$ cat src/rtl/serial_transceiver_pkg.sv
// -----------------------------------------------------------------------------
// serial_transceiver_pkg
// Shared definitions for the UART echo transceiver:
//   - uart_state_t : state encoding used by both the receive and transmit FSMs
//   - period_t     : width of a cycles-per-bit value / bit-timer count
//   - BIT_*        : the four selectable cycles-per-bit values (100 MHz clock)
//   - FRAME_W      : number of data bits in a frame
//   - bit_period() : maps the 2-bit baud select onto a cycles-per-bit value
// -----------------------------------------------------------------------------
package serial_transceiver_pkg;

   typedef enum logic [1:0] {
      ST_IDLE  = 2'd0,
      ST_START = 2'd1,
      ST_DATA  = 2'd2,
      ST_STOP  = 2'd3
   } uart_state_t;

   localparam int unsigned CNT_W   = 14;
   localparam int unsigned FRAME_W = 8;

   typedef logic [CNT_W-1:0] period_t;

   localparam period_t BIT_9600   = 14'd10416;
   localparam period_t BIT_19200  = 14'd5208;
   localparam period_t BIT_38400  = 14'd2604;
   localparam period_t BIT_115200 = 14'd868;

   // Cycles-per-bit for a given baud select code.
   function automatic period_t bit_period(input logic [1:0] sel);
      period_t p;
      case (sel)
         2'b00:   p = BIT_9600;
         2'b01:   p = BIT_19200;
         2'b10:   p = BIT_38400;
         2'b11:   p = BIT_115200;
         default: p = BIT_9600;
      endcase
      return p;
   endfunction

endpackage

$ cat src/rtl/serial_transceiver_uart_bit_timer.sv
// -----------------------------------------------------------------------------
// uart_bit_timer
// Loadable down-counter that produces a one-cycle terminal-count strobe.
// Loading value N makes tc fire exactly N cycles after the load cycle, so
// reloading on every tc gives a strobe with a period of exactly N cycles.
// Ports:
//   clk, rst_n : clock, asynchronous active-low reset
//   load       : load the counter with value (takes priority over clr)
//   value      : count to load
//   clr        : stop the counter (no further tc until the next load)
//   tc         : terminal-count strobe
// -----------------------------------------------------------------------------
module uart_bit_timer
   import serial_transceiver_pkg::*;
(
   input  logic    clk,
   input  logic    rst_n,
   input  logic    load,
   input  period_t value,
   input  logic    clr,
   output logic    tc
);

   period_t count_r;

   // Down-counter: load, clear, or count towards zero and park there.
   always_ff @(posedge clk or negedge rst_n) begin
      if (!rst_n) begin
         count_r <= 14'd0;
      end else if (load) begin
         count_r <= value;
      end else if (clr) begin
         count_r <= 14'd0;
      end else if (count_r != 14'd0) begin
         count_r <= count_r - 14'd1;
      end else begin
         count_r <= count_r;
      end
   end

   // The strobe is the last counting cycle, decoded straight from the register.
   assign tc = (count_r == 14'd1);

endmodule

$ cat src/rtl/serial_transceiver.sv
// -----------------------------------------------------------------------------
// serial_transceiver
// UART receiver plus echoing transmitter (8N1, LSB first). Every correctly
// framed byte is presented on rx_data with a one-cycle rx_valid strobe and,
// if the transmitter is idle, is sent back out on dout.
// Ports:
//   dout     : serial output, idle high (echo of received bytes)
//   rx_data  : last correctly framed received byte
//   rx_valid : one-cycle strobe when rx_data updates
//   tx_busy  : high while a frame is being transmitted
//   din      : asynchronous serial input, idle high
//   baud_sel : cycles-per-bit select (00=10416, 01=5208, 10=2604, 11=868)
//   clk      : system clock
//   rst_n    : asynchronous active-low reset
// -----------------------------------------------------------------------------
module serial_transceiver
   import serial_transceiver_pkg::*;
(
   output logic               dout,
   output logic [FRAME_W-1:0] rx_data,
   output logic               rx_valid,
   output logic               tx_busy,
   input  logic               din,
   input  logic [1:0]         baud_sel,
   input  logic               clk,
   input  logic               rst_n
);

   // ---------------- input synchronizer / edge detect ----------------
   logic sync1_r;
   logic sync2_r;
   logic din_prev_r;
   logic fall_s;

   // ---------------- receiver ----------------
   uart_state_t        rx_state_r;
   uart_state_t        rx_state_s;
   period_t            rx_bit_r;
   logic [FRAME_W-1:0] rx_shift_r;
   logic [FRAME_W-1:0] rx_data_r;
   logic [3:0]         rx_cnt_r;
   logic               rx_valid_r;
   logic               rx_load_s;
   logic               rx_clr_s;
   period_t            rx_val_s;
   logic               rx_tc_s;

   // ---------------- transmitter ----------------
   uart_state_t        tx_state_r;
   uart_state_t        tx_state_s;
   period_t            tx_bit_r;
   logic [FRAME_W-1:0] tx_shift_r;
   logic [3:0]         tx_cnt_r;
   logic               dout_r;
   logic               tx_busy_r;
   logic               tx_load_s;
   logic               tx_clr_s;
   period_t            tx_val_s;
   logic               tx_tc_s;

   // Two-flop synchronizer plus one history flop for falling-edge detection.
   always_ff @(posedge clk or negedge rst_n) begin
      if (!rst_n) begin
         sync1_r    <= 1'b1;
         sync2_r    <= 1'b1;
         din_prev_r <= 1'b1;
      end else begin
         sync1_r    <= din;
         sync2_r    <= sync1_r;
         din_prev_r <= sync2_r;
      end
   end

   // A start edge needs the line to have been high first, so after a framing
   // error (line still low) the receiver only re-arms once din returns to 1.
   assign fall_s = din_prev_r & ~sync2_r;

   uart_bit_timer u_rx_timer (
      .clk   (clk),
      .rst_n (rst_n),
      .load  (rx_load_s),
      .value (rx_val_s),
      .clr   (rx_clr_s),
      .tc    (rx_tc_s)
   );

   uart_bit_timer u_tx_timer (
      .clk   (clk),
      .rst_n (rst_n),
      .load  (tx_load_s),
      .value (tx_val_s),
      .clr   (tx_clr_s),
      .tc    (tx_tc_s)
   );

   // Receiver state register.
   always_ff @(posedge clk or negedge rst_n) begin
      if (!rst_n) begin
         rx_state_r <= ST_IDLE;
      end else begin
         rx_state_r <= rx_state_s;
      end
   end

   // Receiver next state and bit-timer control. The first wait is half a
   // bit so that every later sample lands mid-bit.
   always_comb begin
      rx_state_s = rx_state_r;
      rx_load_s  = 1'b0;
      rx_val_s   = rx_bit_r;
      rx_clr_s   = 1'b0;
      case (rx_state_r)
         ST_IDLE: begin
            if (fall_s) begin
               rx_state_s = ST_START;
               rx_load_s  = 1'b1;
               rx_val_s   = bit_period(baud_sel) >> 1;
            end else begin
               rx_state_s = ST_IDLE;
            end
         end
         ST_START: begin
            if (rx_tc_s) begin
               if (!sync2_r) begin
                  rx_state_s = ST_DATA;
                  rx_load_s  = 1'b1;
               end else begin
                  // line went back high: treat the low pulse as a glitch
                  rx_state_s = ST_IDLE;
                  rx_clr_s   = 1'b1;
               end
            end else begin
               rx_state_s = ST_START;
            end
         end
         ST_DATA: begin
            if (rx_tc_s) begin
               rx_load_s = 1'b1;
               if (rx_cnt_r == 4'd7) begin
                  rx_state_s = ST_STOP;
               end else begin
                  rx_state_s = ST_DATA;
               end
            end else begin
               rx_state_s = ST_DATA;
            end
         end
         ST_STOP: begin
            if (rx_tc_s) begin
               rx_state_s = ST_IDLE;
               rx_clr_s   = 1'b1;
            end else begin
               rx_state_s = ST_STOP;
            end
         end
         default: begin
            rx_state_s = ST_IDLE;
            rx_clr_s   = 1'b1;
         end
      endcase
   end

   // Receiver datapath: bit period capture, shift register and byte output.
   always_ff @(posedge clk or negedge rst_n) begin
      if (!rst_n) begin
         rx_bit_r   <= 14'd0;
         rx_shift_r <= 8'h00;
         rx_data_r  <= 8'h00;
         rx_cnt_r   <= 4'd0;
         rx_valid_r <= 1'b0;
      end else begin
         rx_valid_r <= 1'b0;
         case (rx_state_r)
            ST_IDLE: begin
               // baud_sel only matters between frames
               rx_bit_r <= bit_period(baud_sel);
               rx_cnt_r <= 4'd0;
            end
            ST_DATA: begin
               if (rx_tc_s) begin
                  rx_shift_r <= {sync2_r, rx_shift_r[FRAME_W-1:1]};
                  rx_cnt_r   <= rx_cnt_r + 4'd1;
               end else begin
                  rx_shift_r <= rx_shift_r;
               end
            end
            ST_STOP: begin
               // a low stop bit drops the byte and keeps the previous rx_data
               if (rx_tc_s && sync2_r) begin
                  rx_data_r  <= rx_shift_r;
                  rx_valid_r <= 1'b1;
               end else begin
                  rx_data_r  <= rx_data_r;
               end
            end
            default: begin
               rx_cnt_r <= rx_cnt_r;
            end
         endcase
      end
   end

   // Transmitter state register.
   always_ff @(posedge clk or negedge rst_n) begin
      if (!rst_n) begin
         tx_state_r <= ST_IDLE;
      end else begin
         tx_state_r <= tx_state_s;
      end
   end

   // Transmitter next state and bit-timer control; a byte that arrives while
   // a frame is in flight is simply not accepted.
   always_comb begin
      tx_state_s = tx_state_r;
      tx_load_s  = 1'b0;
      tx_val_s   = tx_bit_r;
      tx_clr_s   = 1'b0;
      case (tx_state_r)
         ST_IDLE: begin
            if (rx_valid_r) begin
               tx_state_s = ST_START;
               tx_load_s  = 1'b1;
               tx_val_s   = bit_period(baud_sel);
            end else begin
               tx_state_s = ST_IDLE;
            end
         end
         ST_START: begin
            if (tx_tc_s) begin
               tx_state_s = ST_DATA;
               tx_load_s  = 1'b1;
            end else begin
               tx_state_s = ST_START;
            end
         end
         ST_DATA: begin
            if (tx_tc_s) begin
               tx_load_s = 1'b1;
               if (tx_cnt_r == 4'd8) begin
                  tx_state_s = ST_STOP;
               end else begin
                  tx_state_s = ST_DATA;
               end
            end else begin
               tx_state_s = ST_DATA;
            end
         end
         ST_STOP: begin
            if (tx_tc_s) begin
               tx_state_s = ST_IDLE;
               tx_clr_s   = 1'b1;
            end else begin
               tx_state_s = ST_STOP;
            end
         end
         default: begin
            tx_state_s = ST_IDLE;
            tx_clr_s   = 1'b1;
         end
      endcase
   end

   // Transmitter datapath. tx_cnt_r counts data bits already driven onto
   // dout; once all 8 have had their full bit time the stop bit goes out.
   always_ff @(posedge clk or negedge rst_n) begin
      if (!rst_n) begin
         tx_bit_r   <= 14'd0;
         tx_shift_r <= 8'h00;
         tx_cnt_r   <= 4'd0;
         dout_r     <= 1'b1;
         tx_busy_r  <= 1'b0;
      end else begin
         case (tx_state_r)
            ST_IDLE: begin
               tx_bit_r <= bit_period(baud_sel);
               if (rx_valid_r) begin
                  tx_shift_r <= rx_data_r;
                  tx_cnt_r   <= 4'd0;
                  dout_r     <= 1'b0;
                  tx_busy_r  <= 1'b1;
               end else begin
                  dout_r     <= 1'b1;
                  tx_busy_r  <= 1'b0;
               end
            end
            ST_START: begin
               if (tx_tc_s) begin
                  dout_r     <= tx_shift_r[0];
                  tx_shift_r <= {1'b0, tx_shift_r[FRAME_W-1:1]};
                  tx_cnt_r   <= 4'd1;
               end else begin
                  dout_r     <= dout_r;
               end
            end
            ST_DATA: begin
               if (tx_tc_s) begin
                  if (tx_cnt_r == 4'd8) begin
                     dout_r <= 1'b1;
                  end else begin
                     dout_r     <= tx_shift_r[0];
                     tx_shift_r <= {1'b0, tx_shift_r[FRAME_W-1:1]};
                     tx_cnt_r   <= tx_cnt_r + 4'd1;
                  end
               end else begin
                  dout_r <= dout_r;
               end
            end
            ST_STOP: begin
               if (tx_tc_s) begin
                  dout_r    <= 1'b1;
                  tx_busy_r <= 1'b0;
               end else begin
                  dout_r    <= dout_r;
               end
            end
            default: begin
               dout_r    <= 1'b1;
               tx_busy_r <= 1'b0;
            end
         endcase
      end
   end

   assign dout     = dout_r;
   assign rx_data  = rx_data_r;
   assign rx_valid = rx_valid_r;
   assign tx_busy  = tx_busy_r;

endmodule

$ cat config.mk
export PLATFORM = sky130hd
export DESIGN_NAME = serial_transceiver
export DESIGN_NICKNAME = d
export VERILOG_FILES = /design/src/rtl/serial_transceiver_pkg.sv /design/src/rtl/serial_transceiver_uart_bit_timer.sv /design/src/rtl/serial_transceiver.sv
export SDC_FILE = /design/constraint.sdc
export NUM_CORES = 1
export LEC_CHECK = 0
export CORE_ASPECT_RATIO = 0.9
export CORE_MARGIN = 4
export CORE_UTILIZATION = 55
export CTS_BUF_LIST = sky130_fd_sc_hd__clkbuf_4 sky130_fd_sc_hd__clkbuf_8
export DETAILED_ROUTE_END_ITERATION = 6
export PLACE_DENSITY_LB_ADDON = 0.1
export SYNTH_ARGS = -nofsm -noshare
export SYNTH_HDL_FRONTEND = slang
export SYNTH_HIERARCHICAL = 1
export SYNTH_SLANG_ARGS = --single-unit
$ cat constraint.sdc
create_clock -name clk -period 4.1 [get_ports clk]
set_input_delay 0.615 -clock clk [delete_from_list [all_inputs] [get_ports clk]]
set_output_delay 0.615 -clock clk [all_outputs]
set_load 0.03 [all_outputs]
# After elaboration in Yosys (flattened, before gate mapping)
# Index checks and enable logic that the tools add are counted.
[totals]
output_inout_bits = 11
regBits = 98
inputBits = 5
[op_classes]
addsub = 4
eq_ne = 19
muxes = 58
n_bitwise = 2
n_reduce_logical = 18
[op_table]
columns = ["operator", "count"]
rows = [
  ["14-bit 2-to-1 mux", 10],
  ["14-bit case mux with 4 select lines", 1],
  ["8-bit 2-to-1 mux", 4],
  ["14-bit by 1-bit == test with 1-bit output, second input constant", 2],
  ["14-bit nonzero test", 2],
  ["14-bit by 1-bit subtractor with 14-bit output, second input constant", 2],
  ["8-bit case mux with 3 select lines", 1],
  ["1-bit 2-to-1 mux", 21],
  ["4-bit 2-to-1 mux", 5],
  ["2-bit case mux with 4 select lines", 2],
  ["2-bit 2-to-1 mux", 7],
  ["2-bit == test, second input constant", 6],
  ["2-bit inequality test, second input constant", 6],
  ["4-bit case mux with 3 select lines", 1],
  ["3-bit nonzero test", 3],
  ["4-bit by 1-bit adder with 4-bit output, second input constant", 2],
  ["4-bit case mux with 2 select lines", 1],
  ["2-bit AND reduction", 4],
  ["2-bit by 1-bit == test with 1-bit output, second input constant", 3],
  ["2-bit zero test", 3],
  ["1-bit case mux with 2 select lines", 3],
  ["5-bit AND reduction", 1],
  ["4-bit by 3-bit == test with 1-bit output, second input constant", 1],
  ["4-bit == test, second input constant", 1],
  ["other kinds (8)", 9],
]

# Longest topological paths before layout
# Gate-level depths: netlist of run 1.
[logic_depth]
depth_word = 5
depth_mapped = 14
ltp_nobuf = 11

# By module
# Netlist of run 1, hierarchy kept.
[by_module_without_submodules]
columns = ["mod", "n_inst", "cells_each", "area_each_um2", "seq_area_each_um2"]
rows = [
  ["serial_transceiver", 1, 286, 2929.1, 1506.4],
  ["uart_bit_timer at u_tx_timer", 1, 93, 920.9, 350.3],
  ["uart_bit_timer at u_rx_timer", 1, 103, 899.6, 350.3],
]

# Worst setup path before layout of run 1
# OpenSTA, ideal clock, no wires.
[synth_timing]
kind = "register to register"
from = "reg u_rx_timer.count_r[8]"
to = "reg u_rx_timer.count_r[9]"
synth_period_minus_slack_ns = 3.334
stages_incl_launch_ff = 13
required_time_ns = 4.013
setup_slack_ns = 0.766
arrival_time_ns = 3.248
n_path_buf = 3
cell_sequence = "dfrtp_1 -> or4_1 -> buf_2 -> nor4_1 -> and3_1 -> nand3b_2 -> buf_2 -> nand2_1 -> clkbuf_1 -> or4_1 -> nor4_4 -> or4b_2 -> o211ai_1"
[synth_lines]
columns = ["element", "line_no", "source"]
rows = [
  ["start, declared", "serial_transceiver_uart_bit_timer.sv:24", "period_t count_r;"],
  ["start signal, assigned", "serial_transceiver_uart_bit_timer.sv:31", "count_r <= value;"],
  ["start signal, assigned", "serial_transceiver_uart_bit_timer.sv:35", "count_r <= count_r - 14'd1;"],
  ["start signal, assigned", "serial_transceiver_uart_bit_timer.sv:37", "count_r <= count_r;"],
  ["14-bit by 1-bit == test with 1-bit output (*)", "serial_transceiver_uart_bit_timer.sv:42", "assign tc = (count_r == 14'd1);"],
  ["via rx_tc_s", "serial_transceiver.sv:46", "logic rx_tc_s;"],
  ["1-bit 2-to-1 mux (on tied branches)", "serial_transceiver.sv:137, serial_transceiver.sv:123", ""],
  ["1-bit case mux with 3 select lines (*)", "serial_transceiver.sv:112", "case (rx_state_r)"],
  ["via rx_load_s", "serial_transceiver.sv:43", "logic rx_load_s;"],
  ["3-bit nonzero test (no source line) / 14-bit 2-to-1 mux (equally long branches)", "--", ""],
]
# The timed path passes the listed nets; every way through them passes the cells marked *. The select of a mux whose other input is x is not followed.
# A chain may end at the register's enable or synchronous reset.

# Worst setup path after layout of run 1
# Same ends and word-level chain as after synthesis.

==> metrics.cfg, run 1 <==
[run_status]
status=finished, final reports clean

[min_path]
hp-class=in2async

[final_layout]
n_antenna_cell=0
layout-drive-gt1-share=0.1554
synthToLayoutAreaGrowth_pct=9.457
finish.net_count=518
final_area_mm2=0.005199
mostFrequentLayoutCell=nand2_1
mostFrequentLayoutCells=nand2_1 (86), dfrtp_1 (84), o21ai_0 (34), mux2_2 (31), nor2_1 (26)

[clock_network]
clock_latency_ns=0.37
ctsHoldBuffers=0
clockBufferDepth=2
h-tree-depth=3
cts_resized=0
cts_buffers=9
root_buffer=clkbuf_8
path_clk_slew_ns=0.11
cts_tree=done
clock-sinks=88
cts_setup_buffers=0

[worst_setup_path]
path_buf_inv=1
startpoint=u_rx_timer/count_r[8]
cp_cell_sequence=or4_1 -> nor4_1 -> and3_1 -> nand2_1 -> o21ai_0 -> nand2_1 -> nand2_1 -> buf_4 -> or4_1 -> nor4_4 -> or4b_2 -> o211ai_1
crit_family=simple AND/OR/NAND/NOR gates
r2r_cells=12
max_stage_delay_ns=0.69
ff2ff_setup_slack_ns=0.63
rr_endpoint=u_rx_timer/count_r[9]
crit_required_ns=4.38
path_class=reg2reg
critPathLaunchType=flip-flop
regToRegStartpoint=u_rx_timer/count_r[8]
path_max_fanout=19
slowest_stage=or4_1
cp_data_arrival_time_ns=3.75
crit_path_end_kind=flip-flop
cpMostUsedCell=nand2_1

[synth]
yosys.cell_types.count=68
synth-edff-count=0
syn_area_per_cell_um2=9.854
seq_area_frac_synth=0.4647
synth-main-ff-cell=dfrtp_1
async_flop_share=1.000
synth-seq-cells=88
synthesis.instances=482
syn-cell-area_mm2=0.004750
yosysWarningCount=6

[pwr]
ir_worst_vdd_v=0.0003573
internal_power_uw=1479
p_seq_frac=0.498
p_comb_frac=0.248
p_leak_uw=0.002352
clock_power_share=0.254
switchingPower_uw=851.1
power_density_mw_per_mm2=448.3
netSwitchingFraction=0.3652

[global_route]
antenna_found_initial=0
grt_pass1_wl_um=16660
grt.overflow.total=0
grt_start_max_net_pins=61
grt_use_total=0.2057
grt_pass1_vias=3441

[route]
viasPerCell=5.857
drc_errors=0
first_pass_iters=5
wl_um=9772
drt-initial-drc-count=175
wl_per_cell_um=15.84
vias=3614
ant_nets=0

[sta]
rsz0062_at_grt=false
max_clock_freq_ghz=0.2884
maxSlewHeadroom=0.4200
fin_skew_ns=0.01326
drv_slew=0
hold_violations=0
worst_pin_slew_ns=0.8700
setup_viol=0
tns_ns=0
period_share=0.8458
min_period_ns=3.468

[floorplan]
rows=31
die_x_um=106.0
ios=16
die_area_mm2=0.01019
core_area_mm2=0.008223
initial_utilization=0.5776
die_h_um=96.16

[flow_run]
cap_viol_max_count=0

[placement]
numPortBuffers=15
placed_area_mm2=0.005005
dp_hpwl_um=6842
place_congestion=0.8510

==> logic make-up after synthesis <==
kind of cell,after synthesis,share of synthesized area
other,1,0.0007895
adder cells (fa/ha/maj),16,0.04215
multiplexers,41,0.09457
flip-flops,88,0.4647
XOR/XNOR,3,0.005533
AO/OA/AOI/OAI,107,0.1525
AND/OR/NAND/NOR,185,0.2029
buffers and inverters,41,0.03688
==> layout make-up <==
cell class              count  area [um^2]
repair buffers             22        200.2
well taps                 115        143.9
fillers                   706         3024
inverters                  21        78.83
clock inverters             7        70.07
multi-input cells         355         2375
clock buffers               9        123.9
flip-flops and latches     88         2207
==> per-stage QoR <==
step | utilization | std cells | setup slack [ns] | hold WS [ns] | total power, uW
after global routing | 0.6322 | 617 | 0.4436 | 0.3350 | 2496
final | 0.6322 | 617 | 0.6324 | 0.3018 | 2331
after CTS | 0.6322 | 617 | 0.6339 | 0.3250 | 2350
after global placement | 0.6086 | 601 | 0.7642 | 0.3534 | 1726
after detailed placement | 0.6086 | 601 | 0.6710 | 0.3519 | 1747
after floorplan | - | 484 | 0.7658 | 0.3194 | 1593
==> worst max-delay path by stage <==
stage / end / slack, ns / cells after the start
after floorplan: u_rx_timer/count_r[9] / 0.77 / 12
after global placement: u_rx_timer/count_r[9] / 0.76 / 12
after detailed placement: u_rx_timer/count_r[9] / 0.67 / 12
after CTS: u_rx_timer/count_r[9] / 0.63 / 12
after global routing: u_rx_timer/count_r[9] / 0.44 / 12
final: u_rx_timer/count_r[9] / 0.63 / 12
==> power groups by stage <==
stage / clock network [uW] / registers, uW / logic [uW]
6_report: 591 / 1160 / 578
5_1_grt: 656 / 1190 / 652
4_1_cts: 615 / 1160 / 578
3_5_place_dp: 0 / 1170 / 575
3_3_place_gp: 0 / 1170 / 560
2_1_floorplan: 0 / 1140 / 455
==> Yosys cell counts (6+ instances only) <==
cell type  number  area, um^2
ha_1           16       200.2
nand3_1        12       60.06
mux2i_1        10       100.1
o21ai_0        34       170.2
nor2_1         26       97.59
nand2_1        86       322.8
o2bb2ai_1       6       52.55
a21oi_1        15       75.07
nor3_1         11       55.05
o31ai_1         6       45.04
inv_1          20       75.07
clkbuf_1       11       41.29
dfrtp_1        84        2102
or3_1           6       37.54
mux2_2         31       349.1
==> flip-flops by register name (all words and copies together) (netlist names) <==
register            count
tx_busy                 1
sync1_r                 1
tx_bit_r                9
tx_shift_r              8
rx_valid                1
dout                    1
u_tx_timer/count_r     14
rx_bit_r                9
u_rx_timer/count_r     14
rx_state_r              2
rx_data                 8
tx_state_r              2
rx_cnt_r                4
din_prev_r              1
sync2_r                 1
tx_cnt_r                4
rx_shift_r              8
==> per-layer routing <==
layer  vias to the layer above  part of all wire  wire length (um)  GRT usage
li1                       1748                 -                 -          -
met1                      1767              0.48              4678     0.2857
met2                        86              0.47              4547     0.3296
met3                        13             0.043               417    0.04494
met4                         0             0.013               129    0.05609
met5                         -                 0                 0          0
Note: power is estimated with default switching activity, not from simulation.
==> inputs of run 2 (changes only) <==
Clock period 4.1 ns to 2.8 ns, I/O delays scaled along.
==> metrics.cfg, run 2 (same netlist as run 1, synthesis figures left out) <==
[clock_network]
ctsHoldBuffers=0  ; unchanged
cts_buffers=9  ; unchanged
path_clk_slew_ns=0.10  ; about the same
root_buffer=clkbuf_8
cts_tree=done
clockBufferDepth=2  ; unchanged
h-tree-depth=3  ; unchanged
clock_latency_ns=0.36  ; about the same
clock-sinks=88  ; unchanged

[global_route]
grt.overflow.total=0  ; unchanged
antenna_found_initial=0  ; unchanged
grt_start_max_net_pins=89  ; +46%
grt_pass1_vias=3560  ; +3.5%
grt_use_total=0.2104  ; +0.004726
grt_pass1_wl_um=17240  ; +3.4%

[sta]
rsz0062_at_grt=true
fin_ws_ns=0.09416  ; -0.5382 ns
tns_ns=0  ; unchanged
fin_skew_ns=0.01416  ; +0.0009057 ns
worst_pin_slew_ns=0.5961  ; -0.2740 ns
hold_violations=0  ; unchanged
maxSlewHeadroom=0.6012  ; +0.1812
min_period_ns=2.706  ; -0.7618 ns
period_share=0.9664  ; +0.1206
max_clock_freq_ghz=0.3696  ; +28%
drv_slew=0  ; unchanged
setup_viol=0  ; unchanged

[route]
vias=3718  ; +2.9%
first_pass_iters=4  ; -1
wl_um=10070  ; +3.1%
viasPerCell=5.828  ; -0.51%
drt-initial-drc-count=261  ; +49%
ant_nets=0  ; unchanged
wl_per_cell_um=15.79  ; -0.31%
drc_errors=0  ; unchanged

[worst_setup_path]
path_max_fanout=3  ; -16
crit_path_end_kind=flip-flop
path_buf_inv=0  ; -1
crit_required_ns=3.07  ; -1.31 ns
cp_data_arrival_time_ns=2.98  ; -0.77 ns
crit_family=simple AND/OR/NAND/NOR gates
critPathLaunchType=flip-flop
cp_cell_sequence=or4_4 -> nor4_4 -> and3_4 -> nand2_2 -> o21ai_1 -> nand2_1 -> nand2_2 -> or4_4 -> nor4_4 -> or4b_2 -> o211ai_1
slowest_stage=or4b_2
path_class=reg2reg
max_stage_delay_ns=0.64  ; -0.05 ns

[floorplan]
die_h_um=96.16  ; unchanged
die_x_um=106.0  ; unchanged
ios=16  ; unchanged
initial_utilization=0.5776  ; unchanged
core_area_mm2=0.008223  ; unchanged
die_area_mm2=0.01019  ; unchanged
rows=31  ; unchanged

[final_layout]
finish.net_count=539  ; +4.1%
mostFrequentLayoutCells=nand2_1 (84), dfrtp_1 (84), o21ai_0 (33), mux2_2 (31), buf_4 (27)
n_fill_cell=680  ; -3.7%
final_cells=638  ; +3.4%
layout-drive-gt1-share=0.2027  ; +0.04730
largest_registers=u_rx_timer/count_r (14), u_tx_timer/count_r (14)
final_area_mm2=0.005443  ; +4.7%
n_antenna_cell=0  ; unchanged
utilization=0.6619  ; +0.02967
synthToLayoutAreaGrowth_pct=14.59

[placement]
numPortBuffers=15  ; unchanged
dp_hpwl_um=7126  ; +4.2%
placed_area_mm2=0.005202  ; +4.0%
place_ws_ns=0.01651  ; -0.6545 ns
place_congestion=0.8770  ; +3.1%
placed_cells=620  ; +3.2%

[run_status]
status=finished, final reports clean

[pwr]
ir_worst_vdd_v=0.0004633  ; +30%
p_leak_uw=0.002487  ; +5.7%
power_density_mw_per_mm2=666.0  ; +49%

[min_path]
hp-class=in2async

[flow_run]
cap_viol_max_count=0  ; unchanged

-- run 2: cell count changes in the layout (fill, tap and decap cells not counted), moves of 2 or more --
cell     change
nand2_2      +2
or4_4        +2
buf_4       +19
buf_12       +2
inv_6        +3
or4_1        -2
nand2_1      -2
inv_8        -3
-- run 2: final timing paths --
kind	start	slack [ns]	end	cells past startpoint
max	u_rx_timer/count_r[8]	0.09	u_rx_timer/count_r[9]	11
min in group clk	sync1_r	0.36	sync2_r	0
min	rst_n	0.07	tx_shift_r[4]	2
min reg2reg	sync1_r	0.36	sync2_r	0
max reg2reg	u_rx_timer/count_r[8]	0.09	u_rx_timer/count_r[9]	11
max in group asynchronous	rst_n	2.31	sync1_r	2
-- run 2: worst reg2reg max path: stages (launching register included) --
cell      delay (ns)
dfrtp_1         0.39
or4_4           0.56
nor4_4          0.18
and3_4          0.24
nand2_2         0.07
o21ai_1         0.10
nand2_1         0.08
nand2_2         0.08
or4_4           0.13
nor4_4          0.03
or4b_2          0.64
o211ai_1        0.11
-- run 2: area by class of cell --
cell class	instances	area, um^2	share of cell area
timing repair buffer	43	382.9	0.07034
clock inverter	7	83.83	0.01540
sequential	88	2207	0.4055
tap	115	143.9	0.02644
clock buffer	9	123.9	0.02276
inverter	21	78.83	0.01448
multi-input combinational	355	2422	0.4451
-- run 2: power by group --
group / leakage [uW] / internal (uW) / switching [uW]
sequential: 0.00111 / 1480 / 196
combinational: 0.00128 / 451 / 571
clock: 0.000103 / 430 / 496
total: 0.00249 / 2360 / 1260
-- run 2: per-layer routing --
layer	wire, um	vias to the layer above	track usage
met3	357	10	0.03555
li1	-	1801	-
met2	4617	85	0.3217
met1	4990	1822	0.3130
met4	108	0	0.05394
met5	0	-	0
-- run 2: per-stage QoR --
step	hold slack, ns	total power, uW
after floorplan	0.1244	2359
after global placement	0.3478	2643
after detailed placement	0.3484	2678
after CTS	0.1084	3646
after global routing	0.09959	3887
final	0.06632	3625
-- run 2: timing repair --
action,CTS,global route
setup buffers,1,1
setup endpoints to repair,1,9
gates resized for setup,4,1
pin swaps,2,2
==> inputs of run 3 (changes only) <==
Settings changed: CTS_CLUSTER_SIZE set to 20.
==> results of run 3 <==
Same layout as run 2: the final DEF is identical, and so are final timing and power.
